## src/rtl/bsa_pkg.sv

```systemverilog
// Shared definitions for the byte-serial add/subtract sequencer.
//   state_e   : sequencer states (IDLE, RUN, DONE)
//   BYTE_W    : width of one adder slice
//   NBYTES_DEF: default operand width in bytes
//   sat_const : signed saturation limit for a given sign and data width
// Optional feature macro: BYTE_SERIAL_ADD_SAT_EN (saturating result).
package bsa_pkg;

  typedef enum logic [1:0] {
    IDLE = 2'd0,
    RUN  = 2'd1,
    DONE = 2'd2
  } state_e;

  localparam int BYTE_W     = 8;
  localparam int NBYTES_DEF = 4;

  // Sign 0 saturates to the largest positive value (0x7F..F), sign 1 to the
  // most negative value (0x80..0). Callers truncate to their own width.
  function automatic logic [63:0] sat_const(input logic sign, input int width);
    logic [63:0] msb;
    msb = 64'd1 << (width - 1);
    return sign ? msb : (msb - 64'd1);
  endfunction

endpackage

```

## src/rtl/bsa_flag_gen.sv

```systemverilog
// Combinational flag and saturation logic for byte_serial_add_ctrl.
// Ports:
//   raw_next    in  W  result as it will be captured on the final byte
//   ovf_next    in  1  signed overflow of the final byte
//   sign_a      in  1  sign of the effective A operand
//   sat_next    out W  result to register (saturated when enabled)
//   result      in  W  registered result
//   has_result  in  1  a result has been produced since reset
//   zero        out 1  registered result is zero
//   negative    out 1  registered result MSB
// Optional feature macro: BYTE_SERIAL_ADD_SAT_EN.
module bsa_flag_gen
  import bsa_pkg::*;
#(
  parameter int W = 32
) (
  input  logic [W-1:0] raw_next,
  input  logic         ovf_next,
  input  logic         sign_a,
  output logic [W-1:0] sat_next,
  input  logic [W-1:0] result,
  input  logic         has_result,
  output logic         zero,
  output logic         negative
);

`ifdef BYTE_SERIAL_ADD_SAT_EN
  // Clamp toward the sign of A: an overflow means A and the effective B
  // shared that sign and the true result lies beyond it.
  assign sat_next = ovf_next ? W'(sat_const(sign_a, W)) : raw_next;
`else
  logic unused_sat_inputs;
  assign unused_sat_inputs = ovf_next ^ sign_a;
  assign sat_next          = raw_next;
`endif

  // Gated by has_result so every output reads 0 straight out of reset,
  // even though the cleared result register is numerically zero.
  assign zero     = has_result & ~|result;
  assign negative = result[W-1];

endmodule

```

## src/rtl/byte_serial_add_ctrl.sv

```systemverilog
// Byte-serial add/subtract sequencer wrapped around an external 8-bit adder.
// Accepts W = 8*NBYTES operands on a valid/ready handshake, walks the adder
// LSB byte first while chaining the carry, then presents the result and flags
// on a second valid/ready handshake.
// Ports:
//   clk, rst_n                clock, async active-low reset
//   in_valid/in_ready         operand handshake
//   op_a, op_b, op_sub        operands and subtract select
//   add_x, add_y, add_cin     to adder (0 outside RUN)
//   add_s, add_c7             from adder (sum with carry, carry out of bit 6)
//   out_valid/out_ready       result handshake
//   result, carry_out, overflow, zero, negative   result and flags
// Optional feature macro: BYTE_SERIAL_ADD_SAT_EN (saturate on overflow).
module byte_serial_add_ctrl
  import bsa_pkg::*;
#(
  parameter int NBYTES = NBYTES_DEF
) (
  input  logic                   clk,
  input  logic                   rst_n,
  input  logic                   in_valid,
  output logic                   in_ready,
  input  logic [8*NBYTES-1:0]    op_a,
  input  logic [8*NBYTES-1:0]    op_b,
  input  logic                   op_sub,
  output logic [BYTE_W-1:0]      add_x,
  output logic [BYTE_W-1:0]      add_y,
  output logic                   add_cin,
  input  logic [BYTE_W:0]        add_s,
  input  logic                   add_c7,
  output logic                   out_valid,
  input  logic                   out_ready,
  output logic [8*NBYTES-1:0]    result,
  output logic                   carry_out,
  output logic                   overflow,
  output logic                   zero,
  output logic                   negative
);

  localparam int W     = 8 * NBYTES;
  localparam int IDX_W = $clog2(NBYTES);
  localparam logic [IDX_W-1:0] LAST_IDX = IDX_W'(NBYTES - 1);

  state_e state_q, state_d;
  logic [NBYTES-1:0][BYTE_W-1:0] a_q, a_d;
  logic [NBYTES-1:0][BYTE_W-1:0] b_q, b_d;
  logic [NBYTES-1:0][BYTE_W-1:0] res_q, res_d;
  logic [NBYTES-1:0][BYTE_W-1:0] res_next;
  logic [IDX_W-1:0] idx_q, idx_d;
  logic carry_q, carry_d;
  logic carry_out_q, carry_out_d;
  logic overflow_q, overflow_d;
  logic out_valid_q, out_valid_d;
  logic in_ready_q, in_ready_d;
  logic has_result_q, has_result_d;
  logic [W-1:0] res_final;
  logic ovf_next;

  // Current result with the byte under the adder replaced by its sum.
  always_comb begin
    res_next        = res_q;
    res_next[idx_q] = add_s[BYTE_W-1:0];
  end

  assign ovf_next = add_s[BYTE_W] ^ add_c7;

  bsa_flag_gen #(.W(W)) u_flag_gen (
    .raw_next   (res_next),
    .ovf_next   (ovf_next),
    .sign_a     (a_q[NBYTES-1][BYTE_W-1]),
    .sat_next   (res_final),
    .result     (res_q),
    .has_result (has_result_q),
    .zero       (zero),
    .negative   (negative)
  );

  // Next-state and adder drive. Subtraction is folded in at accept time by
  // storing ~B and seeding the carry with 1, so RUN never looks at op_sub.
  always_comb begin
    state_d      = state_q;
    a_d          = a_q;
    b_d          = b_q;
    res_d        = res_q;
    idx_d        = idx_q;
    carry_d      = carry_q;
    carry_out_d  = carry_out_q;
    overflow_d   = overflow_q;
    out_valid_d  = out_valid_q;
    has_result_d = has_result_q;
    add_x        = '0;
    add_y        = '0;
    add_cin      = 1'b0;

    unique case (state_q)
      IDLE: begin
        if (in_valid && in_ready_q) begin
          a_d     = op_a;
          b_d     = op_sub ? ~op_b : op_b;
          carry_d = op_sub;
          idx_d   = '0;
          state_d = RUN;
        end
      end
      RUN: begin
        add_x   = a_q[idx_q];
        add_y   = b_q[idx_q];
        add_cin = carry_q;
        carry_d = add_s[BYTE_W];
        if (idx_q == LAST_IDX) begin
          res_d        = res_final;
          carry_out_d  = add_s[BYTE_W];
          overflow_d   = ovf_next;
          has_result_d = 1'b1;
          out_valid_d  = 1'b1;
          idx_d        = '0;
          state_d      = DONE;
        end else begin
          res_d = res_next;
          idx_d = idx_q + IDX_W'(1);
        end
      end
      DONE: begin
        if (out_ready) begin
          out_valid_d = 1'b0;
          state_d     = IDLE;
        end
      end
      default: state_d = IDLE;
    endcase

    // Registered so in_ready stays low during reset and rises on the first
    // edge after release.
    in_ready_d = (state_d == IDLE);
  end

  // State and datapath registers; reset discards any in-flight operation.
  always_ff @(posedge clk or negedge rst_n) begin
    if (!rst_n) begin
      state_q      <= IDLE;
      a_q          <= '0;
      b_q          <= '0;
      res_q        <= '0;
      idx_q        <= '0;
      carry_q      <= 1'b0;
      carry_out_q  <= 1'b0;
      overflow_q   <= 1'b0;
      out_valid_q  <= 1'b0;
      in_ready_q   <= 1'b0;
      has_result_q <= 1'b0;
    end else begin
      state_q      <= state_d;
      a_q          <= a_d;
      b_q          <= b_d;
      res_q        <= res_d;
      idx_q        <= idx_d;
      carry_q      <= carry_d;
      carry_out_q  <= carry_out_d;
      overflow_q   <= overflow_d;
      out_valid_q  <= out_valid_d;
      in_ready_q   <= in_ready_d;
      has_result_q <= has_result_d;
    end
  end

  assign in_ready  = in_ready_q;
  assign out_valid = out_valid_q;
  assign result    = res_q;
  assign carry_out = carry_out_q;
  assign overflow  = overflow_q;

endmodule

```

## config.mk

```make
export PLATFORM = sky130hd
export DESIGN_NAME = byte_serial_add_ctrl
export DESIGN_NICKNAME = d
export VERILOG_FILES = /design/src/rtl/bsa_pkg.sv /design/src/rtl/bsa_flag_gen.sv /design/src/rtl/byte_serial_add_ctrl.sv
export SDC_FILE = /design/constraint.sdc
export NUM_CORES = 1
export LEC_CHECK = 0
export BUFFER_PORTS_ARGS = -buffer_cell sky130_fd_sc_hd__buf_2
export CAP_MARGIN = 20
export CORE_ASPECT_RATIO = 0.75
export CORE_MARGIN = 3
export CORE_UTILIZATION = 45
export DETAILED_ROUTE_END_ITERATION = 12
export PLACE_DENSITY = 0.7
export SLEW_MARGIN = 15
export SYNTH_ARGS = -nofsm -noshare
export SYNTH_HDL_FRONTEND = slang
export SYNTH_SLANG_ARGS = --single-unit
```

## constraint.sdc

```tcl
create_clock -name clk -period 4.1 [get_ports clk]
set_clock_uncertainty 0.1 [all_clocks]
set_input_delay 0.205 -clock clk [delete_from_list [all_inputs] [get_ports clk]]
set_output_delay 0.205 -clock clk [all_outputs]
set_load 0.05 [all_outputs]
```

; ---- After elaboration in Yosys (flattened, before gate mapping)
; Index checks and enable logic that the tools add are counted.
[totals]
out_inout_bits = 55
elab_cells = 67
input_bits = 79
reg_bits = 106
[op_classes]
n_reduce_logical = 12
n_eq_ne = 6
n_lt_le_gt_ge = 2
n_addsub = 1
bitwise_logic = 3
n_mux = 23
[ops]
columns = op, count
row1 = 8-bit two-way mux, 5
row2 = 8-bit binary-select mux with 2-bit select, 2
row3 = 32-bit bitwise mux, 1
row4 = 32-bit two-way mux, 1
row5 = 32-bit inverter, 1
row6 = 32-bit OR reduction, 1
row7 = 8-bit demux with 2-bit select, 1
row8 = 2-bit two-way mux, 5
row9 = 2-bit inequality test (second input constant), 3
row10 = 2-bit case mux with 3 select lines, 1
row11 = 2-bit AND reduction, 3
row12 = 2-bit == test (second input constant), 2
row13 = 2-bit zero test, 2
row14 = 1-bit two-way mux, 4
row15 = 1-bit case mux with 2 select lines, 2
row16 = 2-bit case mux with 2 select lines, 1
row17 = 2-bit nonzero test, 2
row18 = 2-bit by 3-bit < comparator with 1-bit output (second input constant), 1
row19 = 3-bit AND reduction, 1
row20 = 2-bit by 1-bit adder with 2-bit output (second input constant), 1
row21 = 2-bit by 1-bit == test with 1-bit output (second input constant), 1
row22 = 2-bit by 1-bit >= comparator with 1-bit output (second input constant), 1
row23 = 1-bit logical AND, 2
row24 = 1-bit AND, 1
row25 = other kinds (2), 2

; ---- Longest topological paths before layout
[logic_depth]
depth_word = 5
depth_mapped = 6
depth_no_buf = 4

; ---- By module
; A second synthesis with hierarchy kept.
[hier_totals]
cells_unflattened = 506
area_unflattened_um2 = 5896.9
[modules_own_cells]
columns = mod, n_inst, seq_area_each_um2, area_each_um2, cells_per_inst
row1 = byte_serial_add_ctrl, 1, 2652.5, 5545.3, 461
row2 = bsa_flag_gen, 1, 0.0, 351.6, 45

; ---- Least setup slack after synthesis
; OpenSTA, ideal clock, no wires.
[synth_path]
path_kind = register -> output
start = register res_q (netlist bit result[1])
end = output zero
arrival_ns = 2.108
n_path_buf = 0
required_time_ns = 3.795
setup_slack_ns = 1.687
path_stages_with_launch = 4
cell_sequence = dfrtp_1 > nor4b_1 > nand4_1 > nor3_1
[synth_between]
elab_chain_cells = 3
[synth_lines]
columns = element, line_no
row1 = start: declaration, byte_serial_add_ctrl.sv:47  ; logic [NBYTES-1:0][BYTE_W-1:0] res_q, res_d;
row2 = start signal: assignment, byte_serial_add_ctrl.sv:155  ; res_q <= res_d;
row3 = 32-bit OR reduction, bsa_flag_gen.sv:39  ; assign zero = has_result & ~|result;
row4 = 1-bit zero test, bsa_flag_gen.sv:39
row5 = 1-bit AND, bsa_flag_gen.sv:39
row6 = end: declaration, byte_serial_add_ctrl.sv:36  ; output logic zero,
; No other way between the ends.

; ---- Final worst setup path
[layout_path]
start = register state_q[0]
end = output add_y[2]
[layout_between]
elab_chain_cells = 2
[layout_lines]
columns = element, line_no
row1 = start: declaration, byte_serial_add_ctrl.sv:44  ; state_e state_q, state_d;
row2 = start signal: assignment, byte_serial_add_ctrl.sv:152  ; state_q <= state_d;
row3 = 2-bit by 1-bit == test with 1-bit output, byte_serial_add_ctrl.sv:95  ; unique case (state_q)
row4 = 8-bit two-way mux, byte_serial_add_ctrl.sv:95
row5 = end: declaration, byte_serial_add_ctrl.sv:27  ; output logic [BYTE_W-1:0] add_y,
; No other way between the ends.

==> reports/results.txt <==
dpl ws -> 1.49 ns
Syn Inst Count -> 369
slew margin rel. -> 35.7%
IO buf count -> 133
1st-iter DRT viols -> 151
terminus of the critical flop-to-flop path -> result[29]$_DFFE_PN0P_
initial core utilization -> 47.4%
part of the Yosys area used for sequential elements -> 53.2%
RSZ-0062 raised after global routing -> false
chip height -> 97.2 um
Worst Setup Slack, final -> 1.69 ns
ant diodes -> 0
hold depth -> 2
Tmin final -> 2.41 ns
Slew @ Worst Pin -> 0.960 ns
worst skew pair latency -> 0.33 ns
P per Cell Area -> 930 nW/um2
CTS tree -> built
layout cells sized above 1 -> 45.5%
# resized after CTS -> 0
worst-case reg-to-reg path depth -> 3
Arr. time, crit path -> 2.11 ns
Max Cap Violations -> 0
Nets -> 592
Synthesized Nets -> 452
Fin. Hold Viols -> 0
initial antenna violation count -> 0
Final Power -> 5.72 mW
drt first pass iters -> 4
area delta synth->final -> 23.3%
achievable frequency -> 414 MHz
vias per inst -> 5.08
H-tree depth -> 3
fin crit share -> 58.9%
die area -> 12,400 um2
DRT Wirelength -> 10.5 mm
first-pass GRT wire length -> 18.0 mm
CTS Buffer Depth -> 2
aggregate global-route resource usage -> 18.1%
row count -> 32
Min-Delay Endpoint -> a_q[23]$_DFFE_PN0P_
HP Class -> input port to flop
final setup fails -> 0
Yosys cell types -> 33
CTS buffer count -> 9
Residual DRC -> 0
Final Wtd Congestion -> 0.723
grt ovf -> 0
clk sinks -> 106
Core Box Area -> 10,500 um2
CTS clk-pin slew, worst paths -> 0.07 ns
I/O pin cnt -> 134
CP required -> 3.80 ns
status -> complete, no violations
worst vdd ir -> 0.000353 V
vias in the first global route -> 3,581
post-detail-place hpwl -> 7.42 mm
Ys Warns -> 0
Slew Limit Fails -> 0
RR Startpoint -> idx_q[1]$_DFFE_PN0P_
largest net degree at the start of global routing -> 82
CTS root buf -> clkbuf_16
WL/cell -> 16.2 um
Layout Cells excl Fill -> 650
synthesized flop and latch total -> 106
mean area per synthesized cell -> 13.5 um2
flop2flop setup slack -> 1.74 ns
CP Max Fanout -> 25
Final ANT Viol Nets -> 0
Post-Syn Area -> 4990 um2
crit start category -> flop
Die Width -> 128 um
Placed Instances -> 616
via count -> 3,305
setup TNS -> 0 ns
critical path class -> flop to output pin
Leak -> 2.75 nW
hold_sp -> op_a[23]
critical path endpoint category -> output pin
[worst max-delay path, stage by stage, from the launching register on]
cell and delay [ns]:
dfrtp_1 0.42, nor2b_2 0.81, and2_1 0.27, buf_2 0.27
[layer usage]
metal / part of all wire, % / vias to the layer above / global-route usage, %
li1: - / 1567 / -
met3: 5.6 / 8 / 4.34
met4: 0.76 / 0 / 4.04
met1: 46 / 1645 / 25.5
met5: 0 / - / 0
met2: 48 / 85 / 28.5
[state kept, by name, indices dropped and copies added (netlist names)]
| register | count |
|---|---|
| a_q | 32 |
| state_q | 2 |
| overflow | 1 |
| in_ready | 1 |
| carry_out | 1 |
| out_valid | 1 |
| carry_q | 1 |
| b_q | 32 |
| idx_q | 2 |
| has_result_q | 1 |
| result | 32 |
[Yosys cell counts (all sizes together)]
library cell | n | area, um2
nor4 | 6 | 37.5
nor2 | 35 | 131
nor3 | 1 | 5.00
o21bai | 1 | 7.51
a21oi | 34 | 170
a21o | 1 | 7.51
inv | 3 | 11.3
clkbuf | 2 | 7.51
o21a | 1 | 7.51
or3 | 2 | 12.5
a22o | 1 | 8.76
xnor2 | 33 | 289
nand2 | 7 | 33.8
buf | 22 | 180
nand3b | 1 | 7.51
mux4 | 16 | 375
and4bb | 1 | 12.5
o21ai | 2 | 10.0
nor2b | 1 | 6.26
nor4b | 1 | 8.76
and2 | 17 | 106
nand4 | 2 | 12.5
dfrtp | 106 | 2650
o31ai | 2 | 15.0
nand2b | 2 | 12.5
mux2 | 65 | 807
ha | 4 | 50.1
[what timing repair did]
action                    in CTS  in global routing
hold buffers                  17                  0
buffers inserted               0                  0
hold endpoints to repair      94                  0
[per-stage QoR]
stage	area, um2	util [%]	hold WS, ns
finish	6150	58.4	0.0102
global route	6150	58.4	0.000988
CTS	6120	58.1	0.00127
detailed placement	5660	53.7	0.342
global placement	5660	53.7	0.329
floorplan	4990	-	-0.191
[area by class of cell]
class                   count  area, um2
fillers                   880       4380
flip-flops and latches    106       2650
multi-input cells         236       2140
repair buffers            153        881
clock buffers              13        270
well taps                 136        170
clock inverters             3       22.5
inverters                   3       11.3
[logic make-up after synthesis]
family / after synthesis / synth area share, %
flip-flops: 106 / 53.2
buffers and inverters: 27 / 3.99
AO/OA/AOI/OAI: 42 / 4.54
adder cells (fa/ha/maj): 4 / 1.00
XOR/XNOR: 33 / 5.80
multiplexers: 81 / 23.7
AND/OR/NAND/NOR: 76 / 7.75
[how the worst max path moves through the flow]
stage	depth (start not counted)	endpoint	slack, ns	from
floorplan	3	zero	1.69	result[1]$_DFFE_PN0P_
global placement	3	result[30]$_DFFE_PN0P_	1.57	idx_q[0]$_DFFE_PN0P_
CTS	3	add_y[7]	1.26	idx_q[0]$_DFFE_PN0P_
detailed placement	3	result[29]$_DFFE_PN0P_	1.49	idx_q[0]$_DFFE_PN0P_
finish	3	add_y[2]	1.69	state_q[0]$_DFF_PN0_
global route	3	add_y[2]	1.50	state_q[0]$_DFF_PN0_
[cells in the final DEF (no fill, tap or decap), types with 3 or more instances in the layout]
cell,count
nor4_1,6
clkbuf_8,3
nand2_2,3
buf_2,132
inv_1,3
clkbuf_16,9
dlygate4sd3_1,17
mux4_2,12
buf_4,3
mux2_4,20
a21oi_1,34
clkinvlp_4,3
mux2_2,45
dfrtp_1,105
nor2_1,35
xnor2_1,33
and2_1,17
mux4_1,4
ha_1,4
nand2_1,4
[where the power goes]
group	switching, mW	leakage [nW]	total (mW)	internal [mW]
clock	0.362	0.134	0.824	0.462
sequential	0.405	1.22	1.99	1.58
combinational	1.79	1.39	2.91	1.12
No activity file was read; power rests on OpenSTA's default activity.
